## src/rtl/regfile_wb_arbiter.sv

```systemverilog
// Write-port arbiter for the register file: debug / ALU / LSU writeback with a
// one-cycle registered write path and a busy scoreboard that drives decode stalls.
module regfile_wb_arbiter #(
  parameter int XLEN   = 32,
  parameter int REG_AW = 5
) (
  input  logic                   clk,
  input  logic                   rst_n,
  input  logic                   alu_wb_valid,
  input  logic [REG_AW-1:0]      alu_wb_addr,
  input  logic [XLEN-1:0]        alu_wb_data,
  output logic                   alu_wb_ready,
  input  logic                   lsu_wb_valid,
  input  logic [REG_AW-1:0]      lsu_wb_addr,
  input  logic [XLEN-1:0]        lsu_wb_data,
  output logic                   lsu_wb_ready,
  input  logic                   dbg_wr_valid,
  input  logic [REG_AW-1:0]      dbg_wr_addr,
  input  logic [XLEN-1:0]        dbg_wr_data,
  output logic                   dbg_wr_ready,
  input  logic                   iss_valid,
  input  logic [REG_AW-1:0]      iss_rd,
  input  logic [REG_AW-1:0]      src1_addr,
  input  logic [REG_AW-1:0]      src2_addr,
  output logic                   hazard_stall,
  output logic                   rf_wr_en,
  output logic [REG_AW-1:0]      rf_addr_wr,
  output logic [XLEN-1:0]        rf_write_port,
  output logic [2**REG_AW-1:0]   busy_vec
);

  localparam int NREG = 2**REG_AW;

  typedef enum logic {RR_ALU = 1'b0, RR_LSU = 1'b1} rr_t;

  rr_t                rr_ptr;
  logic               grant_alu;
  logic               grant_lsu;
  logic               grant_dbg;
  logic               grant_any;
  logic [REG_AW-1:0]  grant_addr;
  logic [XLEN-1:0]    grant_data;
  logic               issue;
  logic [NREG-1:0]    busy_q;
  logic [NREG-1:0]    busy_nxt;
  logic               vld_p1;
  logic [REG_AW-1:0]  addr_p1;
  logic [XLEN-1:0]    data_p1;

  // Debug only gets the port once the pipeline has fully drained.
  always_comb begin
    grant_alu  = alu_wb_valid && (!lsu_wb_valid || (rr_ptr == RR_ALU));
    grant_lsu  = lsu_wb_valid && (!alu_wb_valid || (rr_ptr == RR_LSU));
    grant_dbg  = dbg_wr_valid && !alu_wb_valid && !lsu_wb_valid && (busy_q == '0);
    grant_any  = grant_alu || grant_lsu || grant_dbg;
    grant_addr = '0;
    grant_data = '0;
    if (grant_alu) begin
      grant_addr = alu_wb_addr;
      grant_data = alu_wb_data;
    end else if (grant_lsu) begin
      grant_addr = lsu_wb_addr;
      grant_data = lsu_wb_data;
    end else if (grant_dbg) begin
      grant_addr = dbg_wr_addr;
      grant_data = dbg_wr_data;
    end
  end

  assign alu_wb_ready = grant_alu;
  assign lsu_wb_ready = grant_lsu;
  assign dbg_wr_ready = grant_dbg;

  assign hazard_stall = busy_q[src1_addr] | busy_q[src2_addr] | busy_q[iss_rd] | dbg_wr_valid;
  assign issue        = iss_valid && !hazard_stall && (iss_rd != '0);

  // Set is applied after clear so a newly issued writer keeps its register busy.
  always_comb begin
    busy_nxt = busy_q;
    if (vld_p1) busy_nxt[addr_p1] = 1'b0;
    if (issue)  busy_nxt[iss_rd]  = 1'b1;
    busy_nxt[0] = 1'b0;
  end

  always_ff @(posedge clk or negedge rst_n) begin
    if (!rst_n) begin
      rr_ptr <= RR_ALU;
      busy_q <= '0;
    end else begin
      busy_q <= busy_nxt;
      if (grant_alu)      rr_ptr <= RR_LSU;
      else if (grant_lsu) rr_ptr <= RR_ALU;
    end
  end

  // Stage p1: granted write presented to the register file.
  always_ff @(posedge clk or negedge rst_n) begin
    if (!rst_n) begin
      vld_p1  <= 1'b0;
      addr_p1 <= '0;
      data_p1 <= '0;
    end else begin
      vld_p1 <= grant_any && (grant_addr != '0);
      if (grant_any) begin
        addr_p1 <= grant_addr;
        data_p1 <= grant_data;
      end
    end
  end

  assign rf_wr_en      = vld_p1;
  assign rf_addr_wr    = addr_p1;
  assign rf_write_port = data_p1;
  assign busy_vec      = busy_q;

endmodule

```

## config.mk

```make
export PLATFORM = sky130hd
export DESIGN_NAME = regfile_wb_arbiter
export DESIGN_NICKNAME = d
export VERILOG_FILES = /design/src/rtl/regfile_wb_arbiter.sv
export SDC_FILE = /design/constraint.sdc
export NUM_CORES = 1
export LEC_CHECK = 0
export BUFFER_PORTS_ARGS = -buffer_cell sky130_fd_sc_hd__buf_2
export CORE_MARGIN = 2
export CORE_UTILIZATION = 40
export CTS_CLUSTER_SIZE = 20
export DETAILED_ROUTE_END_ITERATION = 10
export HOLD_SLACK_MARGIN = 0.06
export PLACE_DENSITY_LB_ADDON = 0.2
export SYNTH_ARGS = -nofsm -noshare
export SYNTH_HDL_FRONTEND = slang
export SYNTH_SLANG_ARGS = --single-unit
```

## constraint.sdc

```tcl
create_clock -name clk -period 3.5 [get_ports clk]
set_clock_uncertainty 0.05 [all_clocks]
set_input_delay 0.7 -clock clk [delete_from_list [all_inputs] [get_ports clk]]
set_output_delay 0.7 -clock clk [all_outputs]
set_load 0.005 [all_outputs]
```

Word-level counts from Yosys, hierarchy flattened
Index checks and enable logic that the tools add are counted.
W data, S select, Z words.
{"block": "totals", "reg_bits": 70, "romBits": 0, "output_inout_bits": 74, "mem_bits_rw": 0, "elab_cells": 59, "memories": 0, "latchBits": 0, "inputBits": 132}
{"block": "classes", "bitwise_logic": 7, "reduce_logical": 21, "div": 0, "shifts": 0, "n_lt_le_gt_ge": 6, "mux": 20, "mul": 0, "n_addsub": 0, "eq_ne": 0}
{"op": "$mux W32", "count": 5}
{"op": "$and A32 B32 Y32", "count": 1}
{"op": "$logic_not A32 Y1", "count": 1}
{"op": "$not A32 Y32", "count": 1}
{"op": "$or A32 B32 Y32", "count": 1}
{"op": "$lt A5 B6 Y1 const B", "count": 4}
{"op": "$bmux W1 S5", "count": 3}
{"op": "$mux W5", "count": 3}
{"op": "$demux W1 S5", "count": 2}
{"op": "$ge A5 B1 Y1 const B", "count": 2}
{"op": "$logic_and A1 B1 Y1", "count": 10}
{"op": "$reduce_bool A5 Y1", "count": 2}
{"op": "$mux W1", "count": 7}
{"op": "$logic_or A1 B1 Y1", "count": 4}
{"op": "$logic_not A1 Y1", "count": 3}
{"op": "$or A1 B1 Y1", "count": 3}
{"op": "$reduce_bool A2 Y1", "count": 1}
{"op": "$not A1 Y1", "count": 1}

Logic depth before layout (Yosys ltp)
{"block": "logic_depth", "depth_word": 9, "ltp_mapped": 8, "ltp_nobuf": 6}

Worst setup path before layout
OpenSTA, ideal clock, no wires.
{"block": "synth_path", "path_type": "input port to output port", "startpoint": "in src2_addr[0]", "endpoint": "out hazard_stall", "slack_ns": 0.130, "required_ns": 2.750, "arrival_ns": 2.620, "path_stages": 8, "cell_sequence": "clkbuf_1 > mux4_2 > inv_1 > a2111oi_0 > a2111oi_0 > nand4_1 > buf_2 > a211o_1"}
{"block": "synth_via", "elab_chain_len": 5}
{"item": "start, declared", "line_no": "24", "text": "input logic [REG_AW-1:0] src2_addr,"}
{"item": "$bmux W1 S5", "line_no": "74", "text": "assign hazard_stall = busy_q[src1_addr] | busy_q[src2_addr] | busy_q[iss_rd] | dbg_wr_valid;"}
{"item": "$mux W1 (implied by the code)", "line_no": "74"}
{"item": "$or A1 B1 Y1 (3 in series)", "line_no": "74"}
{"item": "end, declared", "line_no": "25", "text": "output logic hazard_stall,"}
No other way between the ends. The select of a mux whose other input is x is not followed.

Worst setup path in the final report
{"block": "layout_path", "startpoint": "in src2_addr[1]", "endpoint": "out hazard_stall"}
The elaborated chain is that of the path after synthesis.

==> metrics.yaml <==
run_status:
  status: "complete, no violations"
final_layout:
  fin_cells: 825
  post-route-util: 0.540
  layout-drive-gt1-share: 0.401
  multi_input_area_sq_um: 2460
  fin_nets: 812
  fin_area_sq_um: 5830
  nFillCells: 1019
  seq_area_sq_um: 1750
  area_growth_pct: 31.9
  diodes: 0
timing:
  fin_crit_ns: 3.43
  slew_violations: 0
  setup_viol: 0
  hold_slack_ns: 0.281
  fmax_mhz: 291
  min_period_over_period: 0.981
  grt_setup_unrepaired: "no"
  relSlewSlack: 0.307
  hold_viol: 0
  tightest_slew_ns: 1.03
setup_path:
  critPathSlowestCell: "or4_4"
  cp.required_ns: 2.75
  r2r_slack_ns: 0.67
  path_cells: "clkbuf_4 > buf_12 > mux2_1 > o311ai_0 > a311oi_1 > or4_4 > a211o_1 > buf_2"
  max_stage_delay_ns: 0.56
  cp-end-kind: "primary output"
  worst_ep_arrival_time_ns: 2.68
  cp-start-kind: "input pin"
  ff2ff_path_depth: 7
  crit_fanout: 6
  worst-setup-path-type: "input pin to primary output"
die:
  die_area_sq_um: 11900
  die_w_microns: 109
  coreArea_sq_um: 10800
  num_io_pins: 206
  die_h_microns: 109
  num_rows: 38
  initial_utilization: 0.409
cts:
  htreeDepth: 3
  cts_setup_buffers: 0
  clk_latency_ns: 0.35
  numCtsBuffers: 9
  cts_tree: "yes"
  cts-root-buf: "clkbuf_8"
  postCtsHoldBufs: 0
  clk_path_buf_depth: 2
  cts_sinks: 70
  clk_pin_slew_ns: 0.08
grt:
  grt_pass1_wl_microns: 25500
  globalRouteMet1Util: 0.357
  grt-busiest-layer: "met2"
  antenna_found_initial: 1
  overflow: 0
  met2_usage: 0.477
  grt_max_degree: 39
  use_met3: 0.0568
  grt_pass1_vias: 4802
  gr-usage-all-layers: 0.281
logic_synthesis:
  yosys-top-cells-area: "dfrtp_1, a221oi_1, o21ai_0"
  syn-num-nets: 615
  syn_area_sq_um: 4420
  yosysSeqAreaShare: 0.396
  synth_top_area_share: 0.396
  synth_most_common_cell: "dfrtp_1"
  ys_warn_count: 0
  ys_async_sr_fraction: 1.00
  avgSynthCellArea_sq_um: 9.15
  yosysTopAreaCell: "dfrtp_1"
  syn_inst: 483
  ys_types: 52
  ys_seq_elements: 70
  synthFlopType: "dfrtp_1"
  synthTopCellsByCount: "dfrtp_1, o21ai_0, nand2_1"
  synth_edf_count: 0
placed_design:
  dpl.hpwl_microns: 12400
  gp_congestion: 0.901
  dpl_cell_area_sq_um: 5620
  port-buffer-count: 204
  place_inst: 809
power_and_ir_drop:
  powerDensity_nw_per_um2: 577
  power.share.sequential: 0.423
  p_int_mw: 2.04
  peakVddDrop_mv: 0.230
  power_frac_comb: 0.379
  clkPwrFrac: 0.197
  p_leak_nw: 2.66
  power_switching_share: 0.393
  p_sw_mw: 1.32
drt:
  drc: 0
  drt_iter0_drc: 323
  firstDrtPassIters: 5
  ant_nets: 0
  via_count: 4906
  routed_via_density: 5.95
  wirelength_microns: 16200
  wl_per_cell_microns: 19.6
run:
  max-cap-violations: 0
worst_hold_path:
  hold_path.class: "input pin to asynchronous set/reset pin"
[power by group through the flow]
stage	Combinational (mW)	Sequential (mW)	Clock, mW
floorplan	0.703	1.29	0
global placement	1.25	1.42	0
detailed placement	1.27	1.42	0
CTS	1.28	1.41	0.673
global route	1.41	1.45	0.718
finish	1.28	1.43	0.664
[registers in the layout, summed over array words and instances, names as in the netlist]
name	flops
rf_addr_wr	5
rr_ptr	1
rf_write_port	32
busy_vec	31
rf_wr_en	1
[repair_timing]
item / in CTS / in global routing
pin swaps: 1 / 0
resized for setup: 2 / 1
endpoints found under the setup margin: 1 / 1
[routing by layer]
| layer | vias to the layer above | routed length [microns] |
|---|---|---|
| li1 | 2235 | - |
| met1 | 2384 | 6430 |
| met2 | 258 | 7990 |
| met3 | 27 | 1450 |
| met4 | 2 | 309 |
| met5 | - | 13 |
[layout by cell type (no fill, tap or decap), types with 2 or more instances in the layout]
| cell type | netlist | layout |
|---|---|---|
| nand3_1 | 5 | 5 |
| nor4bb_1 | 2 | 2 |
| a2111oi_0 | 3 | 2 |
| a21o_1 | 4 | 4 |
| o31ai_1 | 11 | 11 |
| nand4_1 | 2 | 2 |
| mux2_2 | 7 | 7 |
| or2_2 | 2 | 2 |
| o41ai_1 | 8 | 8 |
| nand3b_1 | 8 | 8 |
| mux4_2 | 13 | 13 |
| nor2b_1 | 6 | 6 |
| and3b_1 | 2 | 2 |
| nand2_1 | 64 | 64 |
| or4_1 | 5 | 5 |
| nor4_1 | 9 | 9 |
| mux2i_1 | 8 | 8 |
| or3_1 | 9 | 9 |
| clkbuf_8 | 0 | 10 |
| inv_1 | 6 | 6 |
| dfrtp_1 | 70 | 70 |
| or3b_2 | 3 | 3 |
| buf_4 | 1 | 23 |
| o311ai_0 | 2 | 2 |
| nor3b_1 | 3 | 3 |
| buf_2 | 6 | 203 |
| mux4_1 | 3 | 3 |
| a221oi_1 | 38 | 38 |
| o21ai_0 | 65 | 65 |
| nor2_1 | 49 | 49 |
| clkinv_2 | 0 | 3 |
| a311oi_1 | 2 | 2 |
| and3_1 | 2 | 2 |
| nor3_2 | 0 | 2 |
| o21ai_1 | 12 | 12 |
[stage by stage]
stage	total power, mW	setup WS (ns)	TNS [ns]
CTS	3.36	0.0524	0
floorplan	2.00	0.130	0
finish	3.37	0.0675	0
detailed placement	2.69	-0.114	-0.114
global placement	2.66	-0.0563	-0.0563
global route	3.58	0.00282	0
[area by class of cell]
| class | instances | area share |
|---|---|---|
| Timing Repair Buffer | 228 | 0.209 |
| Clock inverter | 6 | 0.0105 |
| Sequential cell | 70 | 0.300 |
| Multi-Input combinational cell | 364 | 0.422 |
| Tap cell | 140 | 0.0300 |
| Inverter | 7 | 0.00451 |
| Clock buffer | 10 | 0.0236 |
[critical path: cells and delay by family]
kind                   cells  cell delay, ns
AOI/OAI and AO/OA          3            0.70
buffers and inverters      3            0.43
muxes                      1            0.31
and+or+nand+nor            1            0.56
[path summary, 6_finish.rpt]
path                                    from                end
max reg2reg                     busy_vec[22]       busy_vec[25]
min reg2reg                rf_write_port[14]  rf_write_port[14]
min in group clk           rf_write_port[14]  rf_write_port[14]
max in group asynchronous              rst_n       busy_vec[24]
max                             src2_addr[1]       hazard_stall
min                                    rst_n   rf_write_port[1]
[cells by family after synthesis]
kind of cell           Yosys count  synth area share
AOI/OAI and AO/OA              154             0.235
buffers and inverters           49            0.0501
DFF                             70             0.396
muxes                           32             0.123
other                            1          0.000849
and+or+nand+nor                177             0.195
Note: power is estimated with default switching activity, not from simulation.
